===== src/rtl/alu_ops_pkg.sv =====
// Shared encodings for the execute stage: ALU op codes, forwarding selects
// and the iterative multiplier's state.
package alu_ops_pkg;

  localparam int DATA_W_DEF = 32;

  localparam logic [2:0] ALU_AND = 3'b000;
  localparam logic [2:0] ALU_OR  = 3'b001;
  localparam logic [2:0] ALU_ADD = 3'b010;
  localparam logic [2:0] ALU_MUL = 3'b011;
  localparam logic [2:0] ALU_SUB = 3'b110;
  localparam logic [2:0] ALU_SLT = 3'b111;

  typedef enum logic [1:0] {
    FWD_RD      = 2'b00,
    FWD_RESULTW = 2'b01,
    FWD_ALUOUTM = 2'b10,
    FWD_RD_ALT  = 2'b11
  } fwd_sel_t;

  typedef enum logic [1:0] {
    IDLE = 2'd0,
    BUSY = 2'd1,
    DONE = 2'd2
  } mul_state_t;

endpackage


===== src/rtl/execute_stage_if.sv =====
// D/E-register inputs and E/M-register outputs of the execute stage,
// plus the stall line back to the hazard unit.
interface execute_stage_if #(
  parameter int DATA_W = 32
);
  logic              RegWriteE, MemtoRegE, MemWriteE, BranchE, AluSrcE, RegDstE;
  logic [2:0]        AluControlE;
  logic [DATA_W-1:0] RD1E, RD2E;
  logic [4:0]        RtE, RdE;
  logic [DATA_W-1:0] SignImmE, PCPlus4E;
  logic [1:0]        ForwardAE, ForwardBE;
  logic [DATA_W-1:0] ResultW;

  logic              StallE;
  logic              RegWriteM, MemtoRegM, MemWriteM, BranchM, ZeroM;
  logic [DATA_W-1:0] AluOutM, WriteDataM, PCBranchM;
  logic [4:0]        WriteRegM;

  modport master (
    output RegWriteE, MemtoRegE, MemWriteE, BranchE, AluSrcE, RegDstE,
    output AluControlE, RD1E, RD2E, RtE, RdE, SignImmE, PCPlus4E,
    output ForwardAE, ForwardBE, ResultW,
    input  StallE, RegWriteM, MemtoRegM, MemWriteM, BranchM, ZeroM,
    input  AluOutM, WriteDataM, PCBranchM, WriteRegM
  );

  modport slave (
    input  RegWriteE, MemtoRegE, MemWriteE, BranchE, AluSrcE, RegDstE,
    input  AluControlE, RD1E, RD2E, RtE, RdE, SignImmE, PCPlus4E,
    input  ForwardAE, ForwardBE, ResultW,
    output StallE, RegWriteM, MemtoRegM, MemWriteM, BranchM, ZeroM,
    output AluOutM, WriteDataM, PCBranchM, WriteRegM
  );
endinterface


===== src/rtl/iter_multiplier.sv =====
// 32-step shift-add multiplier (low word only). Operands are latched on
// start, so live forwarding can keep changing while the product is built.
module iter_multiplier
  import alu_ops_pkg::*;
#(
  parameter int DATA_W = DATA_W_DEF
) (
  input  logic              clk,
  input  logic              reset,
  input  logic              start_i,
  input  logic [DATA_W-1:0] a_i,
  input  logic [DATA_W-1:0] b_i,
  output logic              busy_o,
  output logic              done_pulse_o,
  output logic [DATA_W-1:0] product_o
);

  mul_state_t        state_q, state_d;
  logic [4:0]        count_q, count_d;
  logic [DATA_W-1:0] a_q, a_d, b_q, b_d, acc_q, acc_d;

  always_ff @(posedge clk) begin
    if (reset) begin
      state_q <= IDLE;
      count_q <= '0;
      a_q     <= '0;
      b_q     <= '0;
      acc_q   <= '0;
    end else begin
      state_q <= state_d;
      count_q <= count_d;
      a_q     <= a_d;
      b_q     <= b_d;
      acc_q   <= acc_d;
    end
  end

  always_comb begin
    state_d = state_q;
    count_d = count_q;
    a_d     = a_q;
    b_d     = b_q;
    acc_d   = acc_q;
    unique case (state_q)
      IDLE: begin
        if (start_i) begin
          a_d     = a_i;
          b_d     = b_i;
          acc_d   = '0;
          count_d = '0;
          state_d = BUSY;
        end
      end
      BUSY: begin
        if (b_q[0]) acc_d = acc_q + a_q;
        a_d     = a_q << 1;
        b_d     = b_q >> 1;
        count_d = count_q + 5'd1;
        if (count_q == 5'd31) state_d = DONE;
      end
      DONE: state_d = IDLE;  // never re-arms here; a new MUL starts from IDLE
      default: state_d = IDLE;
    endcase
  end

  // Start is combinational so the stall covers the issue cycle itself.
  assign busy_o       = (state_q == BUSY) || ((state_q == IDLE) && start_i);
  assign done_pulse_o = (state_q == DONE);
  assign product_o    = acc_q;

endmodule


===== src/rtl/execute_stage.sv =====
// MIPS execute stage: operand forwarding, ALU, write-register select,
// branch target adder, iterative MUL and the E/M pipeline register.
module execute_stage
  import alu_ops_pkg::*;
#(
  parameter int         DATA_W = DATA_W_DEF,
  parameter logic [2:0] MUL_OP = ALU_MUL
) (
  input logic            clk,
  input logic            reset,
  execute_stage_if.slave e_if
);

  typedef struct packed {
    logic              reg_write;
    logic              mem_to_reg;
    logic              mem_write;
    logic              branch;
    logic              zero;
    logic [DATA_W-1:0] alu_out;
    logic [DATA_W-1:0] write_data;
    logic [DATA_W-1:0] pc_branch;
    logic [4:0]        write_reg;
  } em_t;

  em_t               em_q, em_d;
  logic [DATA_W-1:0] src_a, src_b, write_data, alu_res, mul_product;
  logic              mul_start, mul_busy, mul_done, slt_bit;

  function automatic logic [DATA_W-1:0] fwd_pick(fwd_sel_t sel, logic [DATA_W-1:0] rd,
                                                 logic [DATA_W-1:0] res_w,
                                                 logic [DATA_W-1:0] alu_m);
    case (sel)
      FWD_RESULTW: return res_w;
      FWD_ALUOUTM: return alu_m;
      default:     return rd;
    endcase
  endfunction

  assign src_a      = fwd_pick(fwd_sel_t'(e_if.ForwardAE), e_if.RD1E, e_if.ResultW, em_q.alu_out);
  assign write_data = fwd_pick(fwd_sel_t'(e_if.ForwardBE), e_if.RD2E, e_if.ResultW, em_q.alu_out);
  assign src_b      = e_if.AluSrcE ? e_if.SignImmE : write_data;
  assign slt_bit    = $signed(src_a) < $signed(src_b);
  assign mul_start  = (e_if.AluControlE == MUL_OP);

  iter_multiplier #(.DATA_W(DATA_W)) u_mul (
    .clk          (clk),
    .reset        (reset),
    .start_i      (mul_start),
    .a_i          (src_a),
    .b_i          (src_b),
    .busy_o       (mul_busy),
    .done_pulse_o (mul_done),
    .product_o    (mul_product)
  );

  always_comb begin
    alu_res = '0;
    if (e_if.AluControlE == MUL_OP) begin
      alu_res = mul_done ? mul_product : '0;
    end else begin
      case (e_if.AluControlE)
        ALU_AND: alu_res = src_a & src_b;
        ALU_OR:  alu_res = src_a | src_b;
        ALU_ADD: alu_res = src_a + src_b;
        ALU_SUB: alu_res = src_a - src_b;
        ALU_SLT: alu_res = {{(DATA_W-1){1'b0}}, slt_bit};
        default: alu_res = '0;
      endcase
    end
  end

  // While the multiplier is busy the M side sees a fully zeroed bubble.
  always_comb begin
    em_d = '0;
    if (!mul_busy) begin
      em_d.reg_write  = e_if.RegWriteE;
      em_d.mem_to_reg = e_if.MemtoRegE;
      em_d.mem_write  = e_if.MemWriteE;
      em_d.branch     = e_if.BranchE;
      em_d.zero       = (alu_res == '0);
      em_d.alu_out    = alu_res;
      em_d.write_data = write_data;
      em_d.pc_branch  = e_if.PCPlus4E + (e_if.SignImmE << 2);
      em_d.write_reg  = e_if.RegDstE ? e_if.RdE : e_if.RtE;
    end
  end

  always_ff @(posedge clk) begin
    if (reset) em_q <= '0;
    else       em_q <= em_d;
  end

  assign e_if.StallE     = mul_busy;
  assign e_if.RegWriteM  = em_q.reg_write;
  assign e_if.MemtoRegM  = em_q.mem_to_reg;
  assign e_if.MemWriteM  = em_q.mem_write;
  assign e_if.BranchM    = em_q.branch;
  assign e_if.ZeroM      = em_q.zero;
  assign e_if.AluOutM    = em_q.alu_out;
  assign e_if.WriteDataM = em_q.write_data;
  assign e_if.PCBranchM  = em_q.pc_branch;
  assign e_if.WriteRegM  = em_q.write_reg;

endmodule


===== src/flat_wrapper.sv =====
// flat-port wrapper written by rule: the top's interface ports become plain ports
module execute_stage_flat import alu_ops_pkg::*;
#(
  parameter int         DATA_W = DATA_W_DEF,
  parameter logic [2:0] MUL_OP = ALU_MUL
)
  (clk, reset, e_if_RegWriteE, e_if_MemtoRegE, e_if_MemWriteE, e_if_BranchE, e_if_AluSrcE, e_if_RegDstE, e_if_AluControlE, e_if_RD1E, e_if_RD2E, e_if_RtE, e_if_RdE, e_if_SignImmE, e_if_PCPlus4E, e_if_ForwardAE, e_if_ForwardBE, e_if_ResultW, e_if_StallE, e_if_RegWriteM, e_if_MemtoRegM, e_if_MemWriteM, e_if_BranchM, e_if_ZeroM, e_if_AluOutM, e_if_WriteDataM, e_if_PCBranchM, e_if_WriteRegM);
  execute_stage_if #(.DATA_W(DATA_W)) e_if_i ();
  input logic clk;
  input logic reset;
  input wire logic [$bits(e_if_i.RegWriteE)-1:0] e_if_RegWriteE;
  input wire logic [$bits(e_if_i.MemtoRegE)-1:0] e_if_MemtoRegE;
  input wire logic [$bits(e_if_i.MemWriteE)-1:0] e_if_MemWriteE;
  input wire logic [$bits(e_if_i.BranchE)-1:0] e_if_BranchE;
  input wire logic [$bits(e_if_i.AluSrcE)-1:0] e_if_AluSrcE;
  input wire logic [$bits(e_if_i.RegDstE)-1:0] e_if_RegDstE;
  input wire logic [$bits(e_if_i.AluControlE)-1:0] e_if_AluControlE;
  input wire logic [$bits(e_if_i.RD1E)-1:0] e_if_RD1E;
  input wire logic [$bits(e_if_i.RD2E)-1:0] e_if_RD2E;
  input wire logic [$bits(e_if_i.RtE)-1:0] e_if_RtE;
  input wire logic [$bits(e_if_i.RdE)-1:0] e_if_RdE;
  input wire logic [$bits(e_if_i.SignImmE)-1:0] e_if_SignImmE;
  input wire logic [$bits(e_if_i.PCPlus4E)-1:0] e_if_PCPlus4E;
  input wire logic [$bits(e_if_i.ForwardAE)-1:0] e_if_ForwardAE;
  input wire logic [$bits(e_if_i.ForwardBE)-1:0] e_if_ForwardBE;
  input wire logic [$bits(e_if_i.ResultW)-1:0] e_if_ResultW;
  output wire logic [$bits(e_if_i.StallE)-1:0] e_if_StallE;
  output wire logic [$bits(e_if_i.RegWriteM)-1:0] e_if_RegWriteM;
  output wire logic [$bits(e_if_i.MemtoRegM)-1:0] e_if_MemtoRegM;
  output wire logic [$bits(e_if_i.MemWriteM)-1:0] e_if_MemWriteM;
  output wire logic [$bits(e_if_i.BranchM)-1:0] e_if_BranchM;
  output wire logic [$bits(e_if_i.ZeroM)-1:0] e_if_ZeroM;
  output wire logic [$bits(e_if_i.AluOutM)-1:0] e_if_AluOutM;
  output wire logic [$bits(e_if_i.WriteDataM)-1:0] e_if_WriteDataM;
  output wire logic [$bits(e_if_i.PCBranchM)-1:0] e_if_PCBranchM;
  output wire logic [$bits(e_if_i.WriteRegM)-1:0] e_if_WriteRegM;
  assign e_if_i.RegWriteE = e_if_RegWriteE;
  assign e_if_i.MemtoRegE = e_if_MemtoRegE;
  assign e_if_i.MemWriteE = e_if_MemWriteE;
  assign e_if_i.BranchE = e_if_BranchE;
  assign e_if_i.AluSrcE = e_if_AluSrcE;
  assign e_if_i.RegDstE = e_if_RegDstE;
  assign e_if_i.AluControlE = e_if_AluControlE;
  assign e_if_i.RD1E = e_if_RD1E;
  assign e_if_i.RD2E = e_if_RD2E;
  assign e_if_i.RtE = e_if_RtE;
  assign e_if_i.RdE = e_if_RdE;
  assign e_if_i.SignImmE = e_if_SignImmE;
  assign e_if_i.PCPlus4E = e_if_PCPlus4E;
  assign e_if_i.ForwardAE = e_if_ForwardAE;
  assign e_if_i.ForwardBE = e_if_ForwardBE;
  assign e_if_i.ResultW = e_if_ResultW;
  assign e_if_StallE = e_if_i.StallE;
  assign e_if_RegWriteM = e_if_i.RegWriteM;
  assign e_if_MemtoRegM = e_if_i.MemtoRegM;
  assign e_if_MemWriteM = e_if_i.MemWriteM;
  assign e_if_BranchM = e_if_i.BranchM;
  assign e_if_ZeroM = e_if_i.ZeroM;
  assign e_if_AluOutM = e_if_i.AluOutM;
  assign e_if_WriteDataM = e_if_i.WriteDataM;
  assign e_if_PCBranchM = e_if_i.PCBranchM;
  assign e_if_WriteRegM = e_if_i.WriteRegM;
  execute_stage #(.DATA_W(DATA_W), .MUL_OP(MUL_OP)) u_core (.clk(clk), .reset(reset), .e_if(e_if_i));
endmodule

===== config.mk =====
export PLATFORM = sky130hd
export DESIGN_NAME = execute_stage_flat
export DESIGN_NICKNAME = d
export VERILOG_FILES = /design/src/rtl/alu_ops_pkg.sv /design/src/rtl/execute_stage_if.sv /design/src/rtl/iter_multiplier.sv /design/src/rtl/execute_stage.sv /design/src/flat_wrapper.sv
export SDC_FILE = /design/constraint.sdc
export NUM_CORES = 1
export LEC_CHECK = 0
export BUFFER_PORTS_ARGS = -buffer_cell sky130_fd_sc_hd__buf_4
export CORE_MARGIN = 2
export CORE_UTILIZATION = 50
export CTS_BUF_LIST = sky130_fd_sc_hd__clkbuf_2 sky130_fd_sc_hd__clkbuf_4 sky130_fd_sc_hd__clkbuf_8
export DETAILED_ROUTE_END_ITERATION = 12
export HOLD_SLACK_MARGIN = 0.1
export PLACE_DENSITY = 0.77
export SLEW_MARGIN = 20
export SYNTH_ARGS = -nofsm -noshare
export SYNTH_HDL_FRONTEND = slang
export SYNTH_HIERARCHICAL = 1
export SYNTH_SLANG_ARGS = --single-unit

===== constraint.sdc =====
create_clock -name clk -period 12.3 [get_ports clk]
set_clock_uncertainty 0.15 [all_clocks]
set_input_delay 3.69 -clock clk [delete_from_list [all_inputs] [get_ports clk]]
set_output_delay 3.69 -clock clk [all_outputs]
set_load 0.005 [all_outputs]

==> results.txt, run 1 <==
The flow ran to the end, and the final reports show no timing, DRC or antenna violations. The worst path needs about 9500 ps of the cycle, external delays included. Counting cells, the worst reg-to-reg path comes to 17. The areal power density over the cells is ~120 nW/um2. The fraction of registers with async set or reset after synthesis came out at 0%. The number of port buffers is roughly 290. The layout overhead on the synthesized area is 18.5%. The number of DRC markers after the initial detailed-route iteration is between 2000 and 2500.

The H-tree was split into 2 levels. The count of state elements after synthesis came out at between 200 and 250. The die outline area is about 36000 um2.

The share of synthesized area occupied by flip-flops and latches came out at around 25%. The combinational family with the most area after synthesis is compound AO/OA/AOI/OAI gates. The largest single stage delay on the critical path is around 520 ps. The tree is rooted in a sky130_fd_sc_hd__clkbuf_8. The number of remaining DRC errors came out at 0. The critical path crosses 9 cells after its start point.

The largest individual stage delay along the critical path comes from the cell sky130_fd_sc_hd__buf_4. The CTS sink count is between 200 and 250. The mapped cell area came out at ~17000 um2. The leakage dissipation came out at about 9.2 nW. The required time of the critical path is around 8500 ps. The via count of the first global-routing pass came out at between 15000 and 20000. In this run, post-CTS repair resized a total of 0 instances. The total clock buffers created by CTS came out at 40. After synthesis, the cell types taking the most area are sky130_fd_sc_hd__dfxtp_1 (25%), sky130_fd_sc_hd__ha_1 (12%), sky130_fd_sc_hd__nor2_1 (6.9%). The multiplexer area fraction after synthesis is under 10%. The average via count per standard cell came out at slightly above 6.

The area share of fa/ha/maj cells after synthesis came out at about an eighth. The startpoint identified for the worst register-to-register timing path is u_core/e_if.AluOutM[10]$_SDFF_PP0_. The critical-path maximum fanout is 40. The worst-case clock buffer depth is 3. The type of the worst setup path is in -> out.

The top flip-flop cell by instance count after synthesis is sky130_fd_sc_hd__dfxtp_1. The cell occurring most often along the worst timing path is sky130_fd_sc_hd__buf_4. The global placer's final weighted congestion came out at 1.02.

The repair_antennas step left the layout with diodes totalling 0. The number of fill cells in the layout came out at about 3100. The area share of the largest cell type after synthesis came out at around a quarter. The remaining antenna violation count after routing is 0. The cell family contributing the most delay on the critical path is buffers and inverters. Headroom to the max-slew limit came out at a little under a third. The synthesized design spends more area on one cell type than any other, namely sky130_fd_sc_hd__dfxtp_1.

The tightest min-delay check is of the reg -> reg type. The standard-cell row count came out at 67. Summing the areas of all compound-gate instances in the mapped netlist gives between 20% and 30% of the synthesized area.

The critical path goes through buf_4, nand2_1, nor2_1, and2_1, buf_4, nor2_2, buf_4, inv_1, buf_4. The first global-routing pass estimated 99.5 mm of wire. The fraction of layout cells with a size suffix above 1 came out at roughly 17%.

By count the netlist is led by sky130_fd_sc_hd__nor2_1 (316), sky130_fd_sc_hd__dfxtp_1 (209), sky130_fd_sc_hd__nand2_1 (193). The detailed-route via count is between 15000 and 20000. The final-report hold violation count came out at 0. The cell depth of the worst hold path came out at 2. The starting density of the core is 50.8%. From bottom edge to top edge, the die measures roughly 190 um. The synthesized-area fraction occupied by xor and xnor cells came out at under 10%. The tightest hold margin is around 330 ps. The clock transition at the register clock pins on the worst setup and hold paths after CTS came out at 50 ps.

The simple-gate portion of the synthesized area is about a fifth. The count of pins over their slew limit is 0. The wire-length estimate of the detail-placed layout is 50.9 mm. The core area is approximately 34000 um2.

The number of setup buffers added after CTS came out at 0. The routed design has 65.8 mm of wire. Entering global routing, the biggest net connects 80 pins. TritonCTS built the clock tree. The total overflow left after global routing is 0.

STA classifies the critical path startpoint as an input pin. The number of warning messages in the yosys log is 6. The number of nets at the end of the flow came out at around 2800.

The initial antenna violation count was 1. slightly below 300 I/O pins were placed. The final period utilization came out at 77.4%. The mean instance size in the synthesized netlist came out at 7.52 um2. The die is about 190 um wide. The cell count after synthesis is 2269. The post-synth net total came out at about 2600. After detailed routing, the average wire length per cell comes to roughly 22 um. The combined buffer and inverter count along the critical path is 5. The clock latency reported for the late side of the worst-skew pair is 600 ps. The post-route setup TNS is 0 ps. Global routing used between 30% and 40% of the available tracks.

At the worst endpoint, the arrival time is 5680 ps. The critical path endpoint category is an output pin. The total iterations of the first detailed-routing run is 9. The count of unique library cells instantiated by Yosys came out at around 110. The cts-stage hold buffer count came out at 0. The critical path starts at e_if_AluControlE[0]. The library cell with the highest instance count after synthesis is sky130_fd_sc_hd__nor2_1. Counting flops with a built-in enable in the synthesized netlist gives 0. Setup repair after global routing left no endpoint under its margin. The startpoint of the tightest hold check path is u_core/u_mul/b_q[30]$_SDFFE_PP0P_. Based on the critical path, the design can be clocked at up to about 0.11 GHz. The actual transition at the worst max-transition pin is between 1000 and 1500 ps. Setup violations remaining at the end of the flow were counted as 0.

The tool flagged a number of max-cap violations equal to 0. The maximum resistive drop on vdd is 0.000102 V.
per-layer routing:
layer | wire, um | GRT usage, %
met3 | 4910 | 5.33
met5 | 12 | 0
met4 | 4050 | 20.1
met2 | 30300 | 59.0
met1 | 26500 | 45.2
worst paths after layout:
kind | end | slack [ps]
setup reg to reg | u_core/e_if.ZeroM$_SDFF_PP0_ | 6980
hold / removal | u_core/u_mul/b_q[30]$_SDFFE_PP0P_ | 330
setup / recovery | e_if_StallE | 2780
hold reg to reg | u_core/u_mul/b_q[30]$_SDFFE_PP0P_ | 330
final cells by class:
class	instances	area [um2]	share of cell area [%]
multi-input cells	1772	11800	58.1
inverters	153	574	2.84
flip-flops and latches	209	4180	20.7
clock buffers	62	766	3.79
repair buffers	309	2320	11.5
clock inverters	7	66.3	0.328
well taps	448	561	2.77
flip-flops by register name, summed over array words and instances (netlist names):
register,count
u_core/e_if.AluOutM,32
u_core/e_if.PCBranchM,32
u_core/e_if.WriteDataM,32
u_core/u_mul/a_q,32
u_core/u_mul/b_q,32
u_core/u_mul/product_o,32
u_core/e_if.WriteRegM,5
u_core/u_mul/count_q,5
u_core/u_mul/state_q,2
u_core/e_if.BranchM,1
u_core/e_if.MemWriteM,1
u_core/e_if.MemtoRegM,1
u_core/e_if.RegWriteM,1
u_core/e_if.ZeroM,1
cells by family (layout without fill, tap and decap cells):
kind of cell / Yosys count / after routing
XOR/XNOR: 61 / 61
multiplexers: 45 / 45
adder cells (fa/ha/maj): 174 / 174
AND/OR/NAND/NOR: 782 / 782
AO/OA/AOI/OAI: 710 / 710
buffers and inverters: 288 / 531
flip-flops: 209 / 209
report_power, final:
group | internal, W | switching, W | total, W
Clock | 0.000416 | 0.000314 | 0.000730
Sequential | 0.000723 | 0.0000289 | 0.000752
Combinational | 0.000325 | 0.000519 | 0.000844
worst register-to-register path, cell delays in order, from the launching register on:
cell                       delay (ps)
sky130_fd_sc_hd__dfxtp_1          420
sky130_fd_sc_hd__a22oi_1          120
sky130_fd_sc_hd__nor2_1           150
sky130_fd_sc_hd__a21oi_1           70
sky130_fd_sc_hd__o21ai_0          540
sky130_fd_sc_hd__inv_1            150
sky130_fd_sc_hd__ha_1             470
sky130_fd_sc_hd__or4_4            620
sky130_fd_sc_hd__nor3_2           130
sky130_fd_sc_hd__o211ai_1         140
sky130_fd_sc_hd__o211a_2          230
sky130_fd_sc_hd__a211oi_1         260
sky130_fd_sc_hd__nor2_1            70
sky130_fd_sc_hd__o22ai_1          470
sky130_fd_sc_hd__nand4_1          260
sky130_fd_sc_hd__nor4_1           540
sky130_fd_sc_hd__nand4_1          190
sky130_fd_sc_hd__nor3_1           240
through the flow:
stage          cells  total power (W)  setup slack, ps  utilization [%]  area (um2)
3_3_place_gp    2891          0.00158             2800             57.7       19400
4_1_cts         2960          0.00232             2750             60.2       20200
3_5_place_dp    2891          0.00158             2750             57.7       19400
6_report        2960          0.00233             2780             60.2       20200
5_1_grt         2960          0.00244             2610             60.2       20200
2_1_floorplan   2269          0.00129             2940                -       17100
layout by cell type (no fill, tap or decap), drive strengths merged, types with 8 or more instances in the layout:
cell type / synthesis / final
o21bai: 12 / 12
and2: 20 / 20
or3: 18 / 18
nor2: 317 / 317
nand2: 193 / 193
nor4: 41 / 41
inv: 153 / 154
nand2b: 22 / 22
o31ai: 14 / 14
nand3: 41 / 41
a31oi: 24 / 24
buf: 34 / 309
ha: 170 / 170
mux2i: 43 / 43
nor3: 34 / 34
a22oi: 118 / 118
clkbuf: 100 / 62
xor2: 21 / 21
o211ai: 21 / 21
a222oi: 8 / 8
xnor2: 40 / 40
nor2b: 32 / 32
a21oi: 187 / 187
or2: 8 / 8
a311oi: 9 / 9
and3: 18 / 18
o21ai: 102 / 102
a211oi: 18 / 18
a21o: 40 / 40
o21a: 63 / 63
o221ai: 8 / 8
dfxtp: 209 / 209
nand4: 17 / 17
a221oi: 10 / 10
Note: power is estimated with default switching activity, not from simulation.
==> run 2: changes to the inputs <==
clock period = 8.9 ns   (was 12.3 ns; I/O delays follow)
==> results.txt, run 2 (synthesized netlist as in run 1, its figures left out) <==
The area of all sequential standard cells is 4180 um2 (unchanged). The actual transition at the worst max-transition pin was 1050 ps (+27.9 ps). The combined area of the multi-input logic cells came out at 11800 um2 (about the same).

The proportion of power drawn by the clock network came out at 32.1% (+0.7 points). The fraction of power consumed by combinational cells is 36.1% (-0.2 points). The critical path in this run is classified as in -> reg. The CTS tree is done.

The clock latency reported for the late side of the worst-skew pair is 610 ps (about the same). The post-route setup TNS came to 0 ps (unchanged). The post-layout minimum cycle time came out at around 8000 ps. The number of I/O pins came out at 292 (unchanged).

The final setup violation count came out at 0 (unchanged). The maximum frequency from static timing analysis is 0.126 GHz. Setup repair after global routing left no endpoint under its margin. The number of DRC markers after the initial detailed-route iteration came out at 1790 (-11%). The total iterations of the first detailed-routing run is 5 (-4). The die boundary height is 189 um (unchanged). The number of port buffers is 291 (unchanged). Dividing the final minimum period by the clock period gives between 80% and 90%. The area of all placed cells without fillers is 20300 um2 (+0.59%). Walking the worst path, the cells encountered are buf_4, inv_1, ha_2, a21oi_1, o21ai_0, inv_1, ha_1, nor2b_1, or2_1, or4b_1, o211ai_2, o31ai_1, mux2i_1, a21oi_1, nand4_1, nor4_1, nand4_1, nor3_1. The routed wirelength normalized by instance count came out at 22.9 um (+3.1%).

The remaining antenna violation count after routing came out at 0 (unchanged). The required time of the critical path came to 9290 ps (+830 ps). The x dimension of the die is 189 um (unchanged). The starting density of the core is 50.8% (unchanged). The placed wire-length estimate came to 53.0 mm (+4.2%).

The total wirelength of the detailed-routed design is 68.2 mm (+3.7%). The post-detailed-placement cell area came out at 19500 um2 (+0.32%). The global placer's final weighted congestion came to 0.995 (-2.3%).

The wire length of the first global-routing pass is 103 mm (+3.1%). The number of remaining DRC errors came out at 0 (unchanged). The root buffer cell chosen for the clock tree is sky130_fd_sc_hd__clkbuf_8.

The core area is 33600 um2 (unchanged). The fraction of layout cells with a size suffix above 1 is 18.0% (+0.53 points). The critical-path maximum fanout came to 47 (+18%). The count of pins over their slew limit is 0 (unchanged). In the layout the commonest cells are sky130_fd_sc_hd__buf_4 (317), sky130_fd_sc_hd__nor2_1 (314), sky130_fd_sc_hd__dfxtp_1 (209). The fraction of power consumed by sequential logic is 31.8% (-0.5 points).

The final-report hold violation count is 0 (unchanged). The tightest hold margin came out at 324 ps (-2.43 ps). The maximum resistive drop on vdd came out at 0.000156 V (+53%).

The via count of the first global-routing pass came out at 17800 (+3.9%). Compared with the post-synthesis result, the final layout area differs by 19.2%. The maximum cell stage delay along the critical path is 850 ps (+330 ps). The standard-cell row count is 67 (unchanged). The master of the slowest instance on the critical path is sky130_fd_sc_hd__ha_2. The net load switching power came out at 0.00123 W (+43%). The areal power density over the cells was 161 nW/um2 (+40%). The run finished with clean final reports. The average via count per standard cell is 6.19 (+0.82%). The detailed-route via count is 18400 (+1.3%).

The post-cts sizing count came to 0 (unchanged). The leakage dissipation is 9.32 nW (+0.76%). The number of fill cells in the layout is 3129 (+0.58%). The pin count of the biggest net entering global routing was 65 (-19%).

The max-cap violation count came out at 0 (unchanged). The combined buffer and inverter count along the critical path is 3 (-2). The worst-case headroom to the max-slew limit is 29.4% (-2.0 points). The cell family contributing the most delay on the critical path is simple AND/OR/NAND/NOR gates.

The worst setup path is launched from an input pin. The clock transition at the register clock pins on the worst setup and hold paths after CTS is 60 ps (about the same). The library cell used most frequently in the layout, excluding fill and tap cells, is sky130_fd_sc_hd__buf_4. The CTS sink count was 209 (unchanged). The path type of the worst min-delay path is reg -> reg. The worst endpoint data arrival time was 8320 ps (+2640 ps). The worst-case clock buffer depth is 3 (unchanged). The count of antenna diodes in the layout was 0 (unchanged). The total routing resource utilization after global routing came to 37.1% (+1.2 points). The internal portion of total power came out at 0.00205 W (+40%). The final global-route overflow total came out at 0 (unchanged). The cts-stage hold buffer count is 0 (unchanged). The total clock buffers created by CTS came to 42 (+5.0%). The number of nets at the end of the flow was 2854 (+0.35%).

The die outline area came to 35600 um2 (unchanged). The number of H-tree levels is 2 (unchanged). The number of setup buffers added after CTS is 0 (unchanged). STA classifies the critical path endpoint as a flip-flop. The initial antenna violation count is 1 (unchanged). The fraction of power spent switching nets came out at 37.6% (+0.52 points).
[run 2: cell count changes in the layout (fill, tap and decap cells not counted), sizes merged]
cell	before	now
inv	154	155
clkbuf	62	66
clkinv	4	6
bufinv	1	0
buf	309	317
clkinvlp	1	2
[run 2: metal layers]
metal  vias to the layer above  share of wire, %  GRT usage [%]
met1                      8728                40           45.7
met3                       216               7.1           5.68
met2                       901                47           61.2
li1                       8578                 -              -
met5                         -             0.026              0
met4                         2               6.4           22.2
[run 2: worst paths after layout]
check,from,end,slack [ps],cells past startpoint
worst max-delay path,e_if_ForwardBE[0],u_core/e_if.ZeroM$_SDFF_PP0_,970,18
worst max register to register,u_core/e_if.AluOutM[9]$_SDFF_PP0_,u_core/e_if.ZeroM$_SDFF_PP0_,3550,17
worst min register to register,u_core/u_mul/b_q[30]$_SDFFE_PP0P_,u_core/u_mul/b_q[30]$_SDFFE_PP0P_,320,2
worst min-delay path,u_core/u_mul/b_q[30]$_SDFFE_PP0P_,u_core/u_mul/b_q[30]$_SDFFE_PP0P_,320,2
[run 2: per-stage QoR]
step | utilization, % | instances | total power [W] | worst slack (ps)
floorplan | - | 2269 | 0.00178 | 1580
global placement | 57.9 | 2899 | 0.00220 | 643
detailed placement | 57.9 | 2899 | 0.00221 | 598
CTS | 60.5 | 2975 | 0.00327 | 1230
global route | 60.5 | 2975 | 0.00343 | 809
finish | 60.5 | 2975 | 0.00328 | 970
[run 2: worst register-to-register path, cell delays in order, from the launching register on]
cell and delay, ps:
sky130_fd_sc_hd__dfxtp_1 390, sky130_fd_sc_hd__a22oi_1 110, sky130_fd_sc_hd__nor2_1 130, sky130_fd_sc_hd__a21oi_1 80, sky130_fd_sc_hd__o21ai_0 570, sky130_fd_sc_hd__inv_1 160, sky130_fd_sc_hd__ha_1 480, sky130_fd_sc_hd__nor2b_1 90
sky130_fd_sc_hd__or2_1 350, sky130_fd_sc_hd__or4b_1 550, sky130_fd_sc_hd__o211ai_2 310, sky130_fd_sc_hd__o31ai_1 190, sky130_fd_sc_hd__mux2i_1 170, sky130_fd_sc_hd__a21oi_1 420, sky130_fd_sc_hd__nand4_1 180, sky130_fd_sc_hd__nor4_1 590
sky130_fd_sc_hd__nand4_1 160, sky130_fd_sc_hd__nor3_1 210
[run 2: layout make-up]
type | count | area share, %
Multi-Input combinational cell | 1772 | 57.8
Sequential cell | 209 | 20.6
Tap cell | 448 | 2.76
Clock inverter | 10 | 0.308
Timing Repair Buffer | 317 | 11.7
Inverter | 153 | 2.82
Clock buffer | 66 | 4.07
[run 2: power by group through the flow]
| stage | Sequential [W] | Clock [W] | Combinational [W] |
|---|---|---|---|
| 2_1_floorplan | 0.00105 | 0 | 0.000733 |
| 3_3_place_gp | 0.00106 | 0 | 0.00114 |
| 3_5_place_dp | 0.00106 | 0 | 0.00115 |
| 4_1_cts | 0.00104 | 0.00107 | 0.00116 |
| 5_1_grt | 0.00105 | 0.00111 | 0.00128 |
| 6_report | 0.00104 | 0.00105 | 0.00118 |
